## src/rtl/vend_dispense_ctrl.sv

```systemverilog
// vend_dispense_ctrl: sequences product-deliver and coin-return actions.
// Requests are queued in two saturating 2-bit counters; a single FSM drives
// the product motor or the coin solenoid for PULSE_CYC cycles, confirms each
// product drop within TIMEOUT_CYC cycles, and parks in FAULT on a missed drop.
// Optional feature: define VEND_STAT_EN to add the vend_total[15:0] counter
// of confirmed vends.
module vend_dispense_ctrl #(
  parameter int PULSE_CYC   = 8,
  parameter int TIMEOUT_CYC = 64
) (
  input  logic        clk,
  input  logic        rst,
  input  logic        vend_req,
  input  logic        chg_req,
  input  logic        drop_sense,
  input  logic        fault_clr,
  output logic        motor_on,
  output logic        coin_sol,
  output logic        vend_done,
  output logic        chg_done,
  output logic        busy,
  output logic        fault,
`ifdef VEND_STAT_EN
  output logic        ovf,
  output logic [15:0] vend_total
`else
  output logic        ovf
`endif
);

  localparam int TMAX = (PULSE_CYC > TIMEOUT_CYC) ? PULSE_CYC : TIMEOUT_CYC;
  localparam int TW   = $clog2(TMAX + 1);

  localparam logic [TW-1:0] PULSE_LD   = TW'(PULSE_CYC);
  localparam logic [TW-1:0] TIMEOUT_LD = TW'(TIMEOUT_CYC);
  localparam logic [TW-1:0] T_ONE      = TW'(1);

  typedef enum logic [2:0] {
    S_IDLE,
    S_MOTOR,
    S_WAIT_DROP,
    S_COIN,
    S_FAULT
  } state_e;

  state_e        state_q, state_d;
  logic [TW-1:0] timer_q, timer_d;
  logic [1:0]    vend_pend_q, vend_pend_d;
  logic [1:0]    chg_pend_q, chg_pend_d;
  logic          drop_seen_q, drop_seen_d;
  logic          motor_on_q, motor_on_d;
  logic          coin_sol_q, coin_sol_d;
  logic          vend_done_q, vend_done_d;
  logic          chg_done_q, chg_done_d;
  logic          busy_q, busy_d;
  logic          fault_q, fault_d;
  logic          ovf_q, ovf_d;
  logic          vend_take, chg_take;
  logic          vend_inc, chg_inc, vend_ovf, chg_ovf;

  // Next-state logic: launch queued work from IDLE, time each action.
  always_comb begin
    // NOTE: every signal gets a default first so no path leaves it unassigned (no latch).
    state_d     = state_q;
    timer_d     = timer_q;
    drop_seen_d = drop_seen_q;
    vend_take   = 1'b0;
    chg_take    = 1'b0;
    vend_done_d = 1'b0;
    unique case (state_q)
      S_IDLE: begin
        // Product has priority over change.
        if (vend_pend_q != 2'd0) begin
          state_d     = S_MOTOR;
          vend_take   = 1'b1;
          timer_d     = PULSE_LD;
          drop_seen_d = 1'b0;
        end else if (chg_pend_q != 2'd0) begin
          state_d  = S_COIN;
          chg_take = 1'b1;
          timer_d  = PULSE_LD;
        end
      end
      S_MOTOR: begin
        // A product can fall while the motor is still turning.
        if (drop_sense) drop_seen_d = 1'b1;
        if (timer_q == T_ONE) begin
          state_d = S_WAIT_DROP;
          timer_d = TIMEOUT_LD;
        end else begin
          timer_d = timer_q - T_ONE;
        end
      end
      S_WAIT_DROP: begin
        if (drop_seen_q || drop_sense) begin
          vend_done_d = 1'b1;
          state_d     = S_IDLE;
          timer_d     = '0;
        end else if (timer_q == T_ONE) begin
          state_d = S_FAULT;
          timer_d = '0;
        end else begin
          timer_d = timer_q - T_ONE;
        end
      end
      S_COIN: begin
        if (timer_q == T_ONE) begin
          state_d = S_IDLE;
          timer_d = '0;
        end else begin
          timer_d = timer_q - T_ONE;
        end
      end
      S_FAULT: begin
        if (fault_clr) state_d = S_IDLE;
      end
      default: begin
        state_d = S_IDLE;
        timer_d = '0;
      end
    endcase
  end

  // Request queues and registered-output precomputation from next state.
  always_comb begin
    vend_ovf = vend_req && (vend_pend_q == 2'd3);
    chg_ovf  = chg_req && (chg_pend_q == 2'd3);
    vend_inc = vend_req && !vend_ovf;
    chg_inc  = chg_req && !chg_ovf;

    unique case ({vend_inc, vend_take})
      2'b10:   vend_pend_d = vend_pend_q + 2'd1;
      2'b01:   vend_pend_d = vend_pend_q - 2'd1;
      default: vend_pend_d = vend_pend_q;
    endcase
    unique case ({chg_inc, chg_take})
      2'b10:   chg_pend_d = chg_pend_q + 2'd1;
      2'b01:   chg_pend_d = chg_pend_q - 2'd1;
      default: chg_pend_d = chg_pend_q;
    endcase

    ovf_d      = ovf_q | vend_ovf | chg_ovf;
    motor_on_d = (state_d == S_MOTOR);
    coin_sol_d = (state_d == S_COIN);
    fault_d    = (state_d == S_FAULT);
    // chg_done coincides with the final solenoid cycle.
    chg_done_d = (state_d == S_COIN) && (timer_d == T_ONE);
    busy_d     = (state_d != S_IDLE) || (vend_pend_d != 2'd0) || (chg_pend_d != 2'd0);
  end

  // State, queue and output registers; reset drops actuators immediately.
  always_ff @(posedge clk or negedge rst) begin
    if (!rst) begin
      state_q     <= S_IDLE;
      timer_q     <= '0;
      vend_pend_q <= 2'd0;
      chg_pend_q  <= 2'd0;
      drop_seen_q <= 1'b0;
      motor_on_q  <= 1'b0;
      coin_sol_q  <= 1'b0;
      vend_done_q <= 1'b0;
      chg_done_q  <= 1'b0;
      busy_q      <= 1'b0;
      fault_q     <= 1'b0;
      ovf_q       <= 1'b0;
    end else begin
      // NOTE: non-blocking assignments so every flop samples pre-edge values.
      state_q     <= state_d;
      timer_q     <= timer_d;
      vend_pend_q <= vend_pend_d;
      chg_pend_q  <= chg_pend_d;
      drop_seen_q <= drop_seen_d;
      motor_on_q  <= motor_on_d;
      coin_sol_q  <= coin_sol_d;
      vend_done_q <= vend_done_d;
      chg_done_q  <= chg_done_d;
      busy_q      <= busy_d;
      fault_q     <= fault_d;
      ovf_q       <= ovf_d;
    end
  end

  assign motor_on  = motor_on_q;
  assign coin_sol  = coin_sol_q;
  assign vend_done = vend_done_q;
  assign chg_done  = chg_done_q;
  assign busy      = busy_q;
  assign fault     = fault_q;
  assign ovf       = ovf_q;

`ifdef VEND_STAT_EN
  logic [15:0] vend_total_q, vend_total_d;

  // Count confirmed vends, one cycle after each vend_done pulse; wraps.
  always_comb begin
    vend_total_d = vend_total_q + 16'(vend_done_q);
  end

  // Statistics register.
  always_ff @(posedge clk or negedge rst) begin
    if (!rst) vend_total_q <= 16'd0;
    else      vend_total_q <= vend_total_d;
  end

  assign vend_total = vend_total_q;
`endif

endmodule

```

## config.mk

```make
export PLATFORM = sky130hd
export DESIGN_NAME = vend_dispense_ctrl
export DESIGN_NICKNAME = d
export VERILOG_FILES = /design/src/rtl/vend_dispense_ctrl.sv
export SDC_FILE = /design/constraint.sdc
export NUM_CORES = 1
export LEC_CHECK = 0
export CAP_MARGIN = 20
export CORE_MARGIN = 5
export CORE_UTILIZATION = 55
export DETAILED_ROUTE_END_ITERATION = 8
export GPL_TIMING_DRIVEN = 0
export PLACE_DENSITY = 0.78
export SLEW_MARGIN = 40
export SYNTH_ARGS = -nofsm -noshare
export SYNTH_HDL_FRONTEND = slang
export SYNTH_SLANG_ARGS = --single-unit
```

## constraint.sdc

```tcl
create_clock -name clk -period 6.3 [get_ports clk]
set_input_delay 1.26 -clock clk [delete_from_list [all_inputs] [get_ports clk]]
set_output_delay 1.26 -clock clk [all_outputs]
set_load 0.01 [all_outputs]
```

==> run_results.csv <==
group,metric,value,unit
run_status,status,"finished clean",
synth,synth_common_cells,"22 x dfrtp_1, 13 x nor2_1, 9 x nand2_1, 9 x o21ai_0, 7 x a21oi_1",
sta,fmaxAchievable,334,MHz
floorplanning,die_area,3230,µm²
placed_design,gp_congestion,0.859,
clock_network,cts.clk_slew.worst_paths,130,ps
synth,synth_edf_count,0,
run,maxCapViolCount,0,
power_and_ir_drop,ir_worst_vdd,0.311,mV
floorplanning,die_w,56.8,µm
min_path,hold_class,"flip-flop to flip-flop",
power_and_ir_drop,combPwrFrac,50.9,%
power_and_ir_drop,power_density,513,nW/µm²
routing,vias,949,
routing,routed_wl,2340,µm
floorplanning,ios,13,
power_and_ir_drop,leakage,0.000596,µW
clock_network,clock-sinks,22,
global_route,use_met1,21.3,%
clock_network,cts-buffers-inserted,3,
final_layout,drive_gt1_share,12.9,%
routing,ant_nets,0,
setup_path,arrival,3210,ps
floorplanning,initial_core_util,56.1,%
power_and_ir_drop,p_clk_share,15.2,%
placed_design,post-place-ws,2960,ps
clock_network,clock_path_buffers,2,
final_layout,fin_cells,167,
routing,wl_per_cell,14.0,µm
final_layout,antenna_cells,0,
routing,drtPass1Iterations,4,
placed_design,dpl_cell_area,1360,µm²
global_route,top_usage_layer,"met2",
synth,synth.most_common_cell,"dfrtp_1",
synth,synth.top_cell.area_share,45.6,%
sta,relSlewSlack,60.4,%
synth,syn_inst,123,
global_route,antenna_found_initial,0,
sta,postLayoutSetupSlackWorst,3300,ps
setup_path,crit_family,"simple AND/OR/NAND/NOR gates",
synth,avgSynthCellArea,9.81,µm²
power_and_ir_drop,switchingPower,295,µW
setup_path,crit_required,6510,ps
global_route,use_met3,2.30,%
final_layout,area_growth,16.8,%
setup_path,cp_max_fo,2,
global_route,grt_pass1_vias,932,
sta,period_share,47.5,%
setup_path,crit_chain,"clkdlybuf4s50_1 -> nand2_1 -> ha_1 -> xnor2_1 -> nor2_1 -> xor2_1 -> or4_1 -> or4_1",
clock_network,cts_setup_buffers,0,
floorplanning,die_y,56.8,µm
routing,drcViolationCount,0,
clock_network,cts_tree,"built",
sta,drv_slew,0,
global_route,use_met2,25.7,%
setup_path,cp-start-kind,"input port",
setup_path,slowest_delay,490,ps
clock_network,clkLatencyLatePin,320,ps
setup_path,r2r_slack,3770,ps
global_route,grt_start_max_net_pins,23,
placed_design,io_buffers,12,
global_route,grt_pass1_wl,4090,µm
synth,ys.flop_type,"dfrtp_1",
clock_network,htreeDepth,1,
sta,rsz0062_at_grt,"false",
routing,vias_per_cell,5.68,
floorplanning,fp.coreArea,2150,µm²
setup_path,crit_type,"input port to flip-flop",
setup_path,path_common_cell,"or4_1",
routing,drtIter0Drc,32,
setup_path,cp_num_buf_inv,1,
synth,yosys.area.top_type,"dfrtp_1",
power_and_ir_drop,power,723,µW
sta,layout_min_cycle_time,3000,ps
synth,ys_warn_count,0,
synth,async_flop_share,100,%
sta,finalClockSkew,9.35,ps
clock_network,hold_buffers,0,
sta,worstMarginPinSlew,589,ps
synth,synth_fp_nets,133,
sta,setup_violations,0,
global_route,grt_use_total,16.3,%
placed_design,place.detailed.hpwl,1710,µm
power_and_ir_drop,swShare,40.7,%
final_layout,final_nets,150,
synth,ys_seq_area_share,45.6,%
power_and_ir_drop,power_frac_seq,33.9,%
sta,tns,0,ps
setup_path,setup.worst_path.end_class,"flip-flop",
final_layout,design_area,1410,µm²
synth,synth-seq-cells,22,
synth,synth.distinct_cells,38,
clock_network,root_buffer,"clkbuf_4",
placed_design,dp.cells,163,
global_route,grt_overflow,0,
setup_path,slowest_stage,"or4_1",
sta,finalHoldViolations,0,
synth,syn_area,1210,µm²
power_and_ir_drop,intPower,429,µW
synth,synth_area_leaders,"dfrtp_1 46%, ha_1 4.1%, nor2_1 4.0%",
clock_network,cts-resized-gates,0,
final_layout,fillers,184,
floorplanning,row_count,17,
[final timing paths]
path	cells after the start	end	startpoint
max in group asynchronous	1	timer_q[4]$_DFF_PN0_	rst
worst min-delay path	2	ovf$_DFF_PN0_	ovf$_DFF_PN0_
min in group asynchronous	1	motor_on$_DFF_PN0_	rst
worst max register to register	8	busy$_DFF_PN0_	chg_pend_q[0]$_DFF_PN0_
worst max-delay path	8	busy$_DFF_PN0_	vend_req
worst min register to register	2	ovf$_DFF_PN0_	ovf$_DFF_PN0_
[cells by family (layout without fill, tap and decap cells)]
family | count (synthesis) | in the layout | synth area share [%]
and+or+nand+nor | 50 | 50 | 23.9
buffers and inverters | 11 | 27 | 5.91
DFF | 22 | 22 | 45.6
xor gates and xnor gates | 7 | 7 | 5.08
AOI/OAI and AO/OA | 29 | 29 | 15.4
adders and majority gates | 4 | 4 | 4.15
[through the flow]
step	utilization, %	hold WS [ps]
finish	65.6	505
global route	65.6	525
CTS	65.6	512
detailed placement	63.1	474
global placement	63.4	466
floorplan	-	494
[sequential cells by signal (all words and copies together), names as in the netlist]
| register | cells |
|---|---|
| busy | 1 |
| chg_done | 1 |
| chg_pend_q | 2 |
| coin_sol | 1 |
| drop_seen_q | 1 |
| fault | 1 |
| motor_on | 1 |
| ovf | 1 |
| state_q | 3 |
| timer_q | 7 |
| vend_done | 1 |
| vend_pend_q | 2 |
[layout by cell type (no fill, tap or decap), types with 2 or more instances in the layout]
master | netlist | layout
a21oi_1 | 7 | 7
a31oi_1 | 5 | 5
buf_6 | 4 | 4
clkbuf_4 | 0 | 3
clkdlybuf4s50_1 | 0 | 11
dfrtp_1 | 22 | 22
ha_1 | 4 | 4
inv_1 | 6 | 6
nand2_1 | 9 | 9
nand3_1 | 4 | 4
nor2_1 | 13 | 13
nor3_1 | 4 | 4
nor4_1 | 2 | 2
nor4_2 | 2 | 2
o21ai_0 | 9 | 9
or3_1 | 2 | 2
or4_1 | 2 | 2
xnor2_1 | 5 | 5
xor2_1 | 2 | 2
[metal layers]
layer	share of wire (%)	up-vias
li1	-	471
met1	46	451
met2	47	21
met3	3.6	6
met4	2.6	0
met5	0	-
[power by group through the flow]
stage	logic, µW	clock network, µW	registers, µW
6_report	368	110	245
5_1_grt	411	119	254
4_1_cts	367	112	245
3_5_place_dp	362	0	249
3_3_place_gp	352	0	246
2_1_floorplan	277	0	244
[area by class of cell]
class	count	area [µm²]	area share, %
Multi-Input combinational cell	90	584	41.5
Sequential cell	22	551	39.1
Timing Repair Buffer	12	115	8.17
Buffer	5	48.8	3.46
Tap cell	28	35.0	2.49
Clock inverter	1	30.0	2.13
Clock buffer	3	22.5	1.60
Inverter	6	22.5	1.60
[tightest hold or removal path, delay by kind of cell (launching register included)]
| kind | cells | cell delay [ps] |
|---|---|---|
| AO/OA/AOI/OAI | 1 | 50 |
| AND/OR/NAND/NOR | 1 | 60 |
| flip-flops | 1 | 380 |
Note: power is estimated with default switching activity, not from simulation.
